==> config.mk <==
export PLATFORM = sky130hd
export DESIGN_NAME = clock_period_meter
export DESIGN_NICKNAME = d
export VERILOG_FILES = /design/src/rtl/clock_period_meter.sv
export SDC_FILE = /design/constraint.sdc
export NUM_CORES = 1
export LEC_CHECK = 0
export ABC_AREA = 0
export CORE_MARGIN = 3
export CORE_UTILIZATION = 49
export DETAILED_ROUTE_END_ITERATION = 7
export PLACE_DENSITY = 0.79
export SLEW_MARGIN = 40
export SYNTH_ARGS = -nofsm -noshare
export SYNTH_HDL_FRONTEND = slang
export SYNTH_SLANG_ARGS = --single-unit
==> constraint.sdc <==
create_clock -name i_clock -period 4.69 [get_ports i_clock]
set_clock_uncertainty 0.2 [all_clocks]
set_input_delay 0.938 -clock i_clock [delete_from_list [all_inputs] [get_ports i_clock]]
set_output_delay 0.938 -clock i_clock [all_outputs]
set_load 0.01 [all_outputs]
==> src/rtl/clock_period_meter.sv <==
// Measures period and high time of a slow asynchronous waveform in i_clock cycles.
// One result per input period with a single-cycle valid strobe; overlong periods time out.
module clock_period_meter #(
  parameter int max_counter = 256,
  localparam int bits = ($clog2(max_counter) < 1) ? 1 : $clog2(max_counter)
) (
  input  logic            i_reset,
  input  logic            i_clock,
  input  logic            i_enable,
  input  logic            i_signal,
  output logic [bits-1:0] o_period,
  output logic [bits-1:0] o_high,
  output logic            o_valid,
  output logic            o_timeout,
  output logic            o_busy
);

  typedef enum logic [1:0] {
    IDLE,
    ARM,
    MEASURE
  } state_t;

  localparam logic [bits-1:0] CNT_MAX = {bits{1'b1}};
  localparam logic [bits-1:0] CNT_ONE = {{(bits-1){1'b0}}, 1'b1};

  state_t state_q, state_d;
  logic s1_q, s1_d;
  logic s2_q, s2_d;
  logic s3_q, s3_d;
  logic [bits-1:0] per_cnt_q, per_cnt_d;
  logic [bits-1:0] hi_cnt_q, hi_cnt_d;
  logic [bits-1:0] period_q, period_d;
  logic [bits-1:0] high_q, high_d;
  logic valid_q, valid_d;
  logic timeout_q, timeout_d;
  logic busy_q, busy_d;
  logic rise;

  assign rise = s2_q & ~s3_q;

  always_comb begin
    s1_d      = i_signal;
    s2_d      = s1_q;
    s3_d      = s2_q;
    state_d   = state_q;
    per_cnt_d = per_cnt_q;
    hi_cnt_d  = hi_cnt_q;
    period_d  = period_q;
    high_d    = high_q;
    valid_d   = 1'b0;
    timeout_d = 1'b0;
    if (!i_enable) begin
      state_d   = IDLE;
      per_cnt_d = '0;
      hi_cnt_d  = '0;
    end else begin
      unique case (state_q)
        IDLE: begin
          per_cnt_d = '0;
          hi_cnt_d  = '0;
          state_d   = ARM;
        end
        ARM: begin
          if (rise) begin
            per_cnt_d = CNT_ONE;
            hi_cnt_d  = CNT_ONE;
            state_d   = MEASURE;
          end
        end
        MEASURE: begin
          // A rise closes the period even when the counter sits at max.
          if (rise) begin
            period_d  = per_cnt_q;
            high_d    = hi_cnt_q;
            valid_d   = 1'b1;
            per_cnt_d = CNT_ONE;
            hi_cnt_d  = CNT_ONE;
          end else if (per_cnt_q == CNT_MAX) begin
            timeout_d = 1'b1;
            per_cnt_d = '0;
            hi_cnt_d  = '0;
            state_d   = ARM;
          end else begin
            per_cnt_d = per_cnt_q + CNT_ONE;
            if (s2_q && hi_cnt_q != CNT_MAX) begin
              hi_cnt_d = hi_cnt_q + CNT_ONE;
            end
          end
        end
        default: begin
          state_d   = IDLE;
          per_cnt_d = '0;
          hi_cnt_d  = '0;
        end
      endcase
    end
    busy_d = (state_d == MEASURE);
  end

  always_ff @(posedge i_clock or posedge i_reset) begin
    if (i_reset) begin
      state_q   <= IDLE;
      s1_q      <= 1'b0;
      s2_q      <= 1'b0;
      s3_q      <= 1'b0;
      per_cnt_q <= '0;
      hi_cnt_q  <= '0;
      period_q  <= '0;
      high_q    <= '0;
      valid_q   <= 1'b0;
      timeout_q <= 1'b0;
      busy_q    <= 1'b0;
    end else begin
      state_q   <= state_d;
      s1_q      <= s1_d;
      s2_q      <= s2_d;
      s3_q      <= s3_d;
      per_cnt_q <= per_cnt_d;
      hi_cnt_q  <= hi_cnt_d;
      period_q  <= period_d;
      high_q    <= high_d;
      valid_q   <= valid_d;
      timeout_q <= timeout_d;
      busy_q    <= busy_d;
    end
  end

  assign o_period  = period_q;
  assign o_high    = high_q;
  assign o_valid   = valid_q;
  assign o_timeout = timeout_q;
  assign o_busy    = busy_q;

endmodule

**Word-level counts from Yosys, hierarchy flattened**

Cells that the tools add are included.

- Bits in registers: 40
- Input port bits: 4
- Output and inout bits: 19
- Word-level logic and storage cells: 48

- $add $sub $neg: 2
- Equal/unequal tests: 7
- Mux-type cells: 22
- Bitwise operators: 2
- Reductions and logical operators: 4

Operator list:

| cell | count |
|---|---|
| 8-bit two-way mux | 8 |
| 8-bit case mux with 2 select lines | 2 |
| 8-bit by 1-bit adder with 8-bit output (second input constant) | 2 |
| 8-bit == test (second input constant) | 1 |
| 2-bit two-way mux | 4 |
| 8-bit != test (second input constant) | 1 |
| 1-bit two-way mux | 7 |
| 2-bit case mux with 3 select lines | 1 |
| 5-bit != test (second input constant) | 1 |
| 2-bit == test (second input constant) | 2 |
| 3-bit != test (second input constant) | 1 |
| 3-bit AND reduction | 1 |
| 2-bit by 1-bit == test with 1-bit output (second input constant) | 1 |
| 2-bit zero test | 1 |
| 2-bit AND reduction | 1 |
| 1-bit bitwise AND | 1 |
| 1-bit logical AND | 1 |
| 1-bit inverter | 1 |

**Longest topological paths before layout**

Gate-level depths: netlist of run 1.

- Word-level depth: 7
- Depth in mapped cells: 8
- Gate-level depth less buffers: 6

**Worst setup path after synthesis of run 1**

Ideal clock, no wire load.

- Kind: input -> register
- Start: in i_enable
- End: reg hi_cnt_q[3]
- Setup time: 82 ps
- Arrival: 1919 ps
- Required time: 4408 ps
- Setup slack: 2489 ps
- Cell stages on the path: 4
- Buffers on the path: 0
- Path through: nand2_1 nor4b_2 a41oi_1 a31oi_1

- Longest elaborated chain between the ends: 2
- Elaborated cells on any way between the ends: 4
- Those cells by class: eq/ne (2); mux (1); reduce/logical (1)

RTL lines:

| what | line | text |
|---|---|---|
| start: declaration | 9 | `input logic i_enable,` |
| 5-bit != test (no line) or 3-bit != test (tied branches) | - |  |
| 2-bit AND reduction (no line) | - |  |
| end signal: assignment | 120 | `hi_cnt_q <= hi_cnt_d;` |
| end: declaration | 32 | `logic [bits-1:0] hi_cnt_q, hi_cnt_d;` |

Several ways; a longest one is shown, not always the timed one.
A chain may end at the register's enable or synchronous reset.

**Worst setup path in the final report of run 1**

- Start: in i_enable
- End: reg hi_cnt_q[7]

The elaborated chain is that of the path after synthesis.

==> summary.txt, run 1 <==
Logic synthesis
  • Main synth FF type: dfrtp_1
  • Synth Area in Adders: 3.82%
  • Async set-or-reset flop fraction in the synthesized netlist: 100%
  • Simple-Gate Fraction of Synth Area: 16.6%
  • Number of synthesized flops with an enable pin: 0
  • Syn Area/Cell: 10.7 um2
  • Synthesized instance count: 184
  • Commonest cells post-synth: dfrtp_1, nand2_1, mux2_2
  • Cell taking the most area after synthesis: dfrtp_1
  • Area share of the largest cell type after synthesis: 51.0%
  • Post-Synth XOR/XNOR Area: 0%
  • Largest family of logic cells by synthesized area: simple AND/OR/NAND/NOR gates
  • Post-synthesis compound-gate area fraction: 14.4%
  • Netlist cell types: 43
  • Most common cell in the netlist: dfrtp_1
  • Synth Cell Area: 0.00196 mm2
  • Top cells by area, synth: dfrtp_1, mux2_2, ha_1
  • Sequential share of the synthesized area: 51.0%
  • Synth warn: 0
  • Syn_nets: 194
  • Mux share of post-synthesis cell area: 10.0%
  • Count of state elements after synthesis: 40

Worst setup path
  • R2r endpoint: hi_cnt_q[7]
  • CP max-delay cell: clkdlybuf4s50_1
  • Critical Path RT: 4.70 ns
  • Peak fanout along the critical path: 13
  • R2R setup slack: 2.19 ns
  • Reg2Reg Depth: 7
  • Worst Path Arrival: 2.87 ns
  • CP Capture Type: flop
  • R2r startpoint: state_q[0]
  • Startpoint Class: input port
  • Cells along the critical path: clkdlybuf4s50_1, nand2_1, nor3b_1, buf_4, or3b_2, a31oi_1
  • Peak per-stage delay on the critical path: 0.61 ns
  • Worst setup path class: in2reg

CTS
  • Clock Root Buffer: clkbuf_8
  • # hold bufs at CTS: 0
  • Clk_lat worst skew: 0.29 ns
  • CTS tree: done
  • Total CTS buffers: 5
  • Clock Sink Count: 40
  • Post-CTS sizing: 0
  • Max clock buf depth: 2
  • Clk slew on worst S/H paths: 0.07 ns
  • CTS H-tree lvls: 2
  • Postcts setup bufs: 0

Global route
  • GRT Max-Usage Layer: met2
  • Largest net degree at the start of global routing: 41
  • GR Util met3: 5.07%
  • Met2 Use GR: 27.6%
  • Met1 usage: 24.2%
  • First-pass GRT wire length: 7000 um
  • Total congestion overflow: 0
  • Global-route usage over all layers: 17.9%
  • Initial antenna violation count: 0
  • Vias in the first global route: 1460

Timing
  • Slew @ Worst Pin: 0.799 ns
  • Final hold vios: 0
  • RSZ-0062 raised after global routing: no
  • PnR worst setup slack: 1.83 ns
  • Setup violations, final: 0
  • Fin crit period: 2.86 ns
  • Worst hold slack: 0.164 ns
  • Slew HR: 46.6%
  • Final Cycle Share: 61.1%
  • Max Clk Rate: 0.349 GHz
  • Slew Viols, Final: 0
  • Setup tns final: 0 ns

Placed design
  • Inst Count DP: 246
  • Dpl hpwl: 2710 um
  • Placed Area: 0.00221 mm2
  • Placer Congestion: 0.852
  • Worst slack at placement: 1.54 ns
  • PortBufs: 22

Finish
  • Area Growth Syn to Fin: 18.9%
  • Number of fill cells: 301
  • Nets: 215
  • Finished Cell Area: 0.00233 mm2
  • Final Util: 61.9%
  • Final Non-Filler Cells: 254
  • # diodes: 0
  • Layout cells sized above 1: 15.5%

Power and ir drop
  • Total design power: 657 uW
  • P_leak: 1.05 nW
  • Power density cells: 281 mW/mm2
  • Maximum vdd drop: 0.319 mV

Route
  • Vias: 1468
  • Vias per cell: 5.78
  • DR iter-0 viols: 140
  • DRC: 0
  • Final antenna-violating net count: 0
  • Drt pass-1 iters: 4
  • Routed wire length: 3860 um
  • DR WL/cell: 15.2 um

Floorplan
  • Chip height: 69.3 um
  • I/O Pins: 23
  • Placeable core region: 0.00377 mm2
  • Core Rows: 22
  • Die area: 0.00480 mm2
  • Die width: 69.3 um
  • Initial core utilization: 52.1%

Worst hold path
  • Hold path depth: 0
  • Worst Hold Path EP: s2_q
  • Startpoint of the worst hold path: s1_q
  • Hold Path Class: reg2reg

Run status
  • Status: finished clean

Run
  • Max Cap Viol: 0
-- sequential cells by signal (all words and copies together) (netlist names) --
name / count
s2_q: 1
s1_q: 1
per_cnt_q: 8
o_period: 8
o_busy: 1
o_high: 8
state_q: 2
o_valid: 1
s3_q: 1
o_timeout: 1
hi_cnt_q: 8
-- how the worst max path moves through the flow --
stage,slack (ns),cells past startpoint,startpoint,endpoint
after floorplan,2.49,4,i_enable,hi_cnt_q[3]
after global placement,1.62,5,i_enable,hi_cnt_q[3]
after detailed placement,1.54,5,i_enable,hi_cnt_q[7]
after CTS,1.83,5,i_enable,hi_cnt_q[3]
after global routing,1.76,6,i_enable,hi_cnt_q[7]
final,1.83,6,i_enable,hi_cnt_q[7]
-- worst max-delay path: cells and delay by family --
family | cells | cell delay (ns)
buf+inv | 2 | 0.84
compound gates | 1 | 0.20
simple gates | 3 | 0.89
-- area by class of cell --
type / instances / area (um2) / area share [%]
Multi-Input combinational cell: 124 / 893 / 38.3
Timing Repair Buffer: 24 / 235 / 10.1
Sequential cell: 40 / 1000 / 42.9
Clock buffer: 6 / 72.6 / 3.11
Clock inverter: 2 / 35.0 / 1.50
Inverter: 10 / 37.5 / 1.61
Tap cell: 48 / 60.1 / 2.57
-- cell usage in the layout (no fill, tap or decap), types with 2 or more instances in the layout --
cell type	Yosys	routed
a41oi_1	5	5
clkbuf_8	0	5
and4_1	3	3
nand3_2	1	2
buf_4	0	2
mux2_2	13	13
a21oi_1	10	10
inv_1	10	10
mux2i_1	2	2
clkdlybuf4s50_1	0	22
a21o_1	2	2
nor2_1	6	6
o21ai_0	8	8
dfrtp_1	40	40
and2_1	3	3
nand3b_1	2	2
nand2_1	19	19
ha_1	6	6
nor2b_1	2	2
nand2b_1	2	2
and3_1	3	3
nand4_1	2	2
a31oi_1	7	7
mux2_4	2	2
o22ai_1	3	3
nand3_1	6	5
-- metal layers --
metal	share of wire, %	wire length (um)
met1	46	1770
met4	1.5	58
met2	47	1830
met5	0	0
met3	5.3	206
-- power breakdown --
group | switching, mW | internal [mW] | total, mW | leakage (nW)
clock network | 0.112 | 0.158 | 0.270 | 0.0552
logic | 0.0234 | 0.0131 | 0.0365 | 0.440
registers | 0.00317 | 0.348 | 0.351 | 0.550
-- logic make-up after synthesis --
family	count (synthesis)
multiplexers	17
AND/OR/NAND/NOR	58
adder cells (fa/ha/maj)	6
buffers and inverters	20
flip-flops	40
AO/OA/AOI/OAI	43
Note: power is estimated with default switching activity, not from simulation.
==> inputs of run 2 (changes only) <==
Clock period 4.69 ns to 3 ns, I/O delays scaled along.
==> summary.txt, run 2 (synthesis gave the netlist of run 1 again) <==
Worst setup path
  • Reg2Reg Depth: 5
  • Startpoint Class: flop
  • Worst setup path class: reg2reg
  • R2r endpoint: hi_cnt_q[0]
  • Peak fanout along the critical path: 8
  • CP Capture Type: flop
  • Worst Path Arrival: 2.42 ns
  • Critical Path RT: 2.98 ns
  • R2R setup slack: 0.56 ns
  • R2r startpoint: hi_cnt_q[0]

Floorplan
  • Placeable core region: 0.00377 mm2
  • Die area: 0.00480 mm2
  • Chip height: 69.3 um
  • Core Rows: 22
  • I/O Pins: 23
  • Initial core utilization: 52.1%
  • Die width: 69.3 um

Route
  • Routed wire length: 4000 um
  • DR iter-0 viols: 124
  • DRC: 0
  • Drt pass-1 iters: 4
  • Final antenna-violating net count: 0
  • Vias: 1506
  • Vias per cell: 5.84
  • DR WL/cell: 15.5 um

CTS
  • Clock Root Buffer: clkbuf_8
  • Clock Sink Count: 40
  • Clk slew on worst S/H paths: 0.07 ns
  • CTS H-tree lvls: 2
  • Post-CTS sizing: 0
  • # hold bufs at CTS: 0
  • Postcts setup bufs: 0
  • Max clock buf depth: 2
  • CTS tree: done
  • Clk_lat worst skew: 0.29 ns
  • Total CTS buffers: 5

Placed design
  • PortBufs: 22
  • Placer Congestion: 0.903
  • Dpl hpwl: 2840 um

Finish
  • # diodes: 0
  • Multi-input gate area: 880 um2
  • Nets: 219
  • Final Util: 61.9%
  • Commonest non-fill, non-tap cell in the layout: dfrtp_1
  • Most frequent cells in the layout: dfrtp_1, clkdlybuf4s50_1, nand2_1, mux2_2
  • Register area: 0.00100 mm2
  • Number of fill cells: 291
  • Area Growth Syn to Fin: 18.9%
  • Layout cells sized above 1: 17.1%

Run
  • Max Cap Viol: 0

Worst hold path
  • Hold Path Class: reg2reg
  • Startpoint of the worst hold path: s1_q
  • Worst Hold Path EP: s2_q
  • Hold path depth: 0

Timing
  • Final Cycle Share: 81.3%
  • RSZ-0062 raised after global routing: no
  • Fin crit period: 2.44 ns
  • Max Clk Rate: 0.410 GHz
  • Final hold vios: 0
  • Slew @ Worst Pin: 0.489 ns
  • Slew HR: 67.4%
  • Slew Viols, Final: 0
  • Setup violations, final: 0
  • Setup tns final: 0 ns

Global route
  • Vias in the first global route: 1453
  • Largest net degree at the start of global routing: 41
  • Initial antenna violation count: 0
  • Total congestion overflow: 0
  • Global-route usage over all layers: 18.1%
  • First-pass GRT wire length: 6990 um

Power and ir drop
  • Power density cells: 415 mW/mm2
  • Maximum vdd drop: 0.361 mV
  • P_leak: 1.06 nW

Run status
  • Status: finished clean
## run 2: per-stage QoR
| stage | instances | setup slack, ns | power [mW] | cell area (um2) | hold WS [ns] |
|---|---|---|---|---|---|
| finish | 258 | 0.560 | 0.970 | 2340 | 0.158 |
| CTS | 258 | 0.578 | 0.978 | 2340 | 0.160 |
| floorplan | 184 | 0.843 | 0.599 | 1960 | 0.131 |
| detailed placement | 250 | 0.299 | 0.616 | 2240 | 0.143 |
| global route | 258 | 0.448 | 1.02 | 2340 | 0.166 |
| global placement | 250 | 0.377 | 0.613 | 2240 | 0.140 |
## run 2: worst max-delay path by stage
| stage | from | to | cells after the start |
|---|---|---|---|
| 4_1_cts | hi_cnt_q[0] | hi_cnt_q[1] | 5 |
| 3_5_place_dp | i_enable | hi_cnt_q[7] | 6 |
| 5_1_grt | i_enable | hi_cnt_q[7] | 6 |
| 2_1_floorplan | hi_cnt_q[0] | hi_cnt_q[0] | 6 |
| 6_report | hi_cnt_q[0] | hi_cnt_q[0] | 5 |
| 3_3_place_gp | i_enable | hi_cnt_q[7] | 6 |
## run 2: critical path: stages (launching register included)
cell     delay [ns]
dfrtp_1        0.45
ha_1           0.25
nand3_2        0.13
o31a_1         0.40
o41a_1         0.55
mux2_4         0.35
## run 2: area by class of cell
cell class / count / share of cell area (%)
sequential: 40 / 42.8
multi-input combinational: 124 / 37.7
timing repair buffer: 28 / 11.4
clock buffer: 6 / 3.54
tap: 48 / 2.57
inverter: 10 / 1.61
clock inverter: 2 / 0.428
## run 2: power breakdown
group	switching, mW	internal [mW]	total, mW
registers	0.00486	0.544	0.549
clock network	0.181	0.183	0.365
logic	0.0359	0.0208	0.0567
total	0.222	0.748	0.970
## run 2: routing by layer
metal,vias to the layer above,track usage (%),share of wire [%]
met5,-,0,0
met4,0,7.81,2.1
met3,8,5.36,6.2
met2,42,27.4,47
met1,739,24.2,44
li1,717,-,-
==> inputs of run 3 (changes only) <==
Clock period 3 ns to 2.4 ns, I/O delays scaled along.
==> summary.txt, run 3 (synthesis gave the netlist of run 1 again) <==
CTS
  • Max clock buf depth: 2
  • Clock Sink Count: 40
  • Clk slew on worst S/H paths: 0.08 ns
  • CTS H-tree lvls: 2
  • Clock Root Buffer: clkbuf_8
  • # hold bufs at CTS: 0
  • Clk_lat worst skew: 0.29 ns
  • Total CTS buffers: 5
  • CTS tree: done

Global route
  • Global-route usage over all layers: 17.8%
  • Vias in the first global route: 1470
  • First-pass GRT wire length: 7020 um
  • Largest net degree at the start of global routing: 41
  • Initial antenna violation count: 0
  • Total congestion overflow: 0

Floorplan
  • Core Rows: 22
  • Chip height: 69.3 um
  • Placeable core region: 0.00377 mm2
  • I/O Pins: 23
  • Die area: 0.00480 mm2
  • Initial core utilization: 52.1%
  • Die width: 69.3 um

Finish
  • Commonest non-fill, non-tap cell in the layout: dfrtp_1
  • Most frequent cells in the layout: dfrtp_1, clkdlybuf4s50_1, nand2_1, buf_4, mux2_2
  • Area Growth Syn to Fin: 23.0%
  • Layout cells sized above 1: 20.6%
  • # diodes: 0
  • Multi-input gate area: 880 um2
  • Nets: 227
  • Finished Cell Area: 0.00242 mm2
  • Number of fill cells: 290
  • Register area: 0.00100 mm2

Power and ir drop
  • Clock share of power: 41.3%
  • Comb pwr share: 6.0%
  • Internal power: 1.02 mW
  • Reg power frac: 52.7%
  • P_leak: 1.10 nW
  • Maximum vdd drop: 0.363 mV
  • Switching power total: 280 uW
  • Switch share: 21.6%
  • Power density cells: 537 mW/mm2

Timing
  • Slew HR: 67.9%
  • RSZ-0062 raised after global routing: no
  • Max Clk Rate: 0.457 GHz
  • Setup violations, final: 0
  • Setup tns final: 0 ns
  • Final Cycle Share: 91.1%
  • Slew @ Worst Pin: 0.482 ns
  • Slew Viols, Final: 0
  • Fin crit period: 2.19 ns
  • Final hold vios: 0

Placed design
  • PortBufs: 22
  • Placed Area: 0.00230 mm2
  • Dpl hpwl: 2820 um
  • Placer Congestion: 0.879

Route
  • Vias: 1516
  • DR WL/cell: 15.0 um
  • DRC: 0
  • Routed wire length: 3990 um
  • Drt pass-1 iters: 4
  • Final antenna-violating net count: 0
  • DR iter-0 viols: 147
  • Vias per cell: 5.70

Worst setup path
  • Worst Path Arrival: 2.16 ns
  • Peak fanout along the critical path: 5
  • Buf+Inv Stages, Crit Path: 0
  • Critical Path RT: 2.38 ns
  • Peak per-stage delay on the critical path: 0.51 ns
  • CP Capture Type: flop
  • Cells along the critical path: ha_1, nand3_2, o31a_1, o41a_1, mux2_4
  • Startpoint Class: flop
  • CP max-delay cell: o41a_1
  • Worst setup path class: reg2reg
  • Family with the most delay on the worst path: compound AO/OA/AOI/OAI gates

Worst hold path
  • Hold Path Class: reg2reg

Run
  • Max Cap Viol: 0

Run status
  • Status: finished clean
[run 3: changes by cell type in the layout (fill, tap and decap cells not counted), sizes merged]
| cell | change |
|---|---|
| clkinvlp | +1 |
| clkbuf | -1 |
| clkinv | -1 |
| bufinv | +1 |
| buf | +8 |
[run 3: timing repair]
action	4_1_cts	5_1_grt
setup endpoints to repair	0	7
buffers inserted	0	1
gates resized for setup	0	1
[run 3: worst paths after layout]
kind / cells after the start / slack [ns] / start / to
hold reg to reg: 0 / 0.16 / s1_q / s2_q
max in group asynchronous: 3 / 1.24 / i_reset / hi_cnt_q[1]
setup / recovery: 5 / 0.21 / hi_cnt_q[1] / hi_cnt_q[1]
hold / removal: 0 / 0.16 / s1_q / s2_q
setup reg to reg: 5 / 0.21 / hi_cnt_q[1] / hi_cnt_q[1]
min in group asynchronous: 3 / 0.41 / i_reset / s2_q
[run 3: cell type report]
type | count | area share, %
Tap cell | 48 | 2.49
Multi-Input combinational cell | 124 | 36.4
Timing Repair Buffer | 36 | 13.5
Inverter | 10 | 1.55
Clock buffer | 5 | 2.85
Clock inverter | 3 | 1.76
Sequential cell | 40 | 41.5
[run 3: power groups by stage]
stage | Combinational (mW) | Sequential (mW) | Clock (mW)
after floorplan | 0.0513 | 0.697 | 0
after detailed placement | 0.0769 | 0.698 | 0
after CTS | 0.0772 | 0.685 | 0.554
final | 0.0775 | 0.685 | 0.536
after global routing | 0.0881 | 0.685 | 0.584
after global placement | 0.0739 | 0.697 | 0
[run 3: worst reg2reg max path, delay by kind of cell, from the launching register on]
family | cells | cell delay (ns)
compound gates | 2 | 0.80
flops | 1 | 0.41
mux | 1 | 0.33
fa+ha+maj | 1 | 0.21
simple gates | 1 | 0.13
[run 3: routing by layer]
metal  vias to the layer above  global-route usage, %  part of all wire (%)
met5                         -                      0                     0
met4                         0                   5.86                  0.88
met3                         4                   4.35                   5.1
met2                        53                   27.2                    46
met1                       729                   24.8                    48
li1                        730                      -                     -
[run 3: stage by stage]
step	std cells	hold WS, ns	setup WS, ns	utilization (%)	power (mW)
2_1_floorplan	184	0.131	0.243	-	0.749
3_3_place_gp	257	0.139	0.112	60.9	0.771
3_5_place_dp	257	0.149	0.0890	60.9	0.775
4_1_cts	265	0.167	0.0945	63.8	1.32
5_1_grt	266	0.174	0.0673	64.1	1.36
6_report	266	0.159	0.212	64.1	1.30
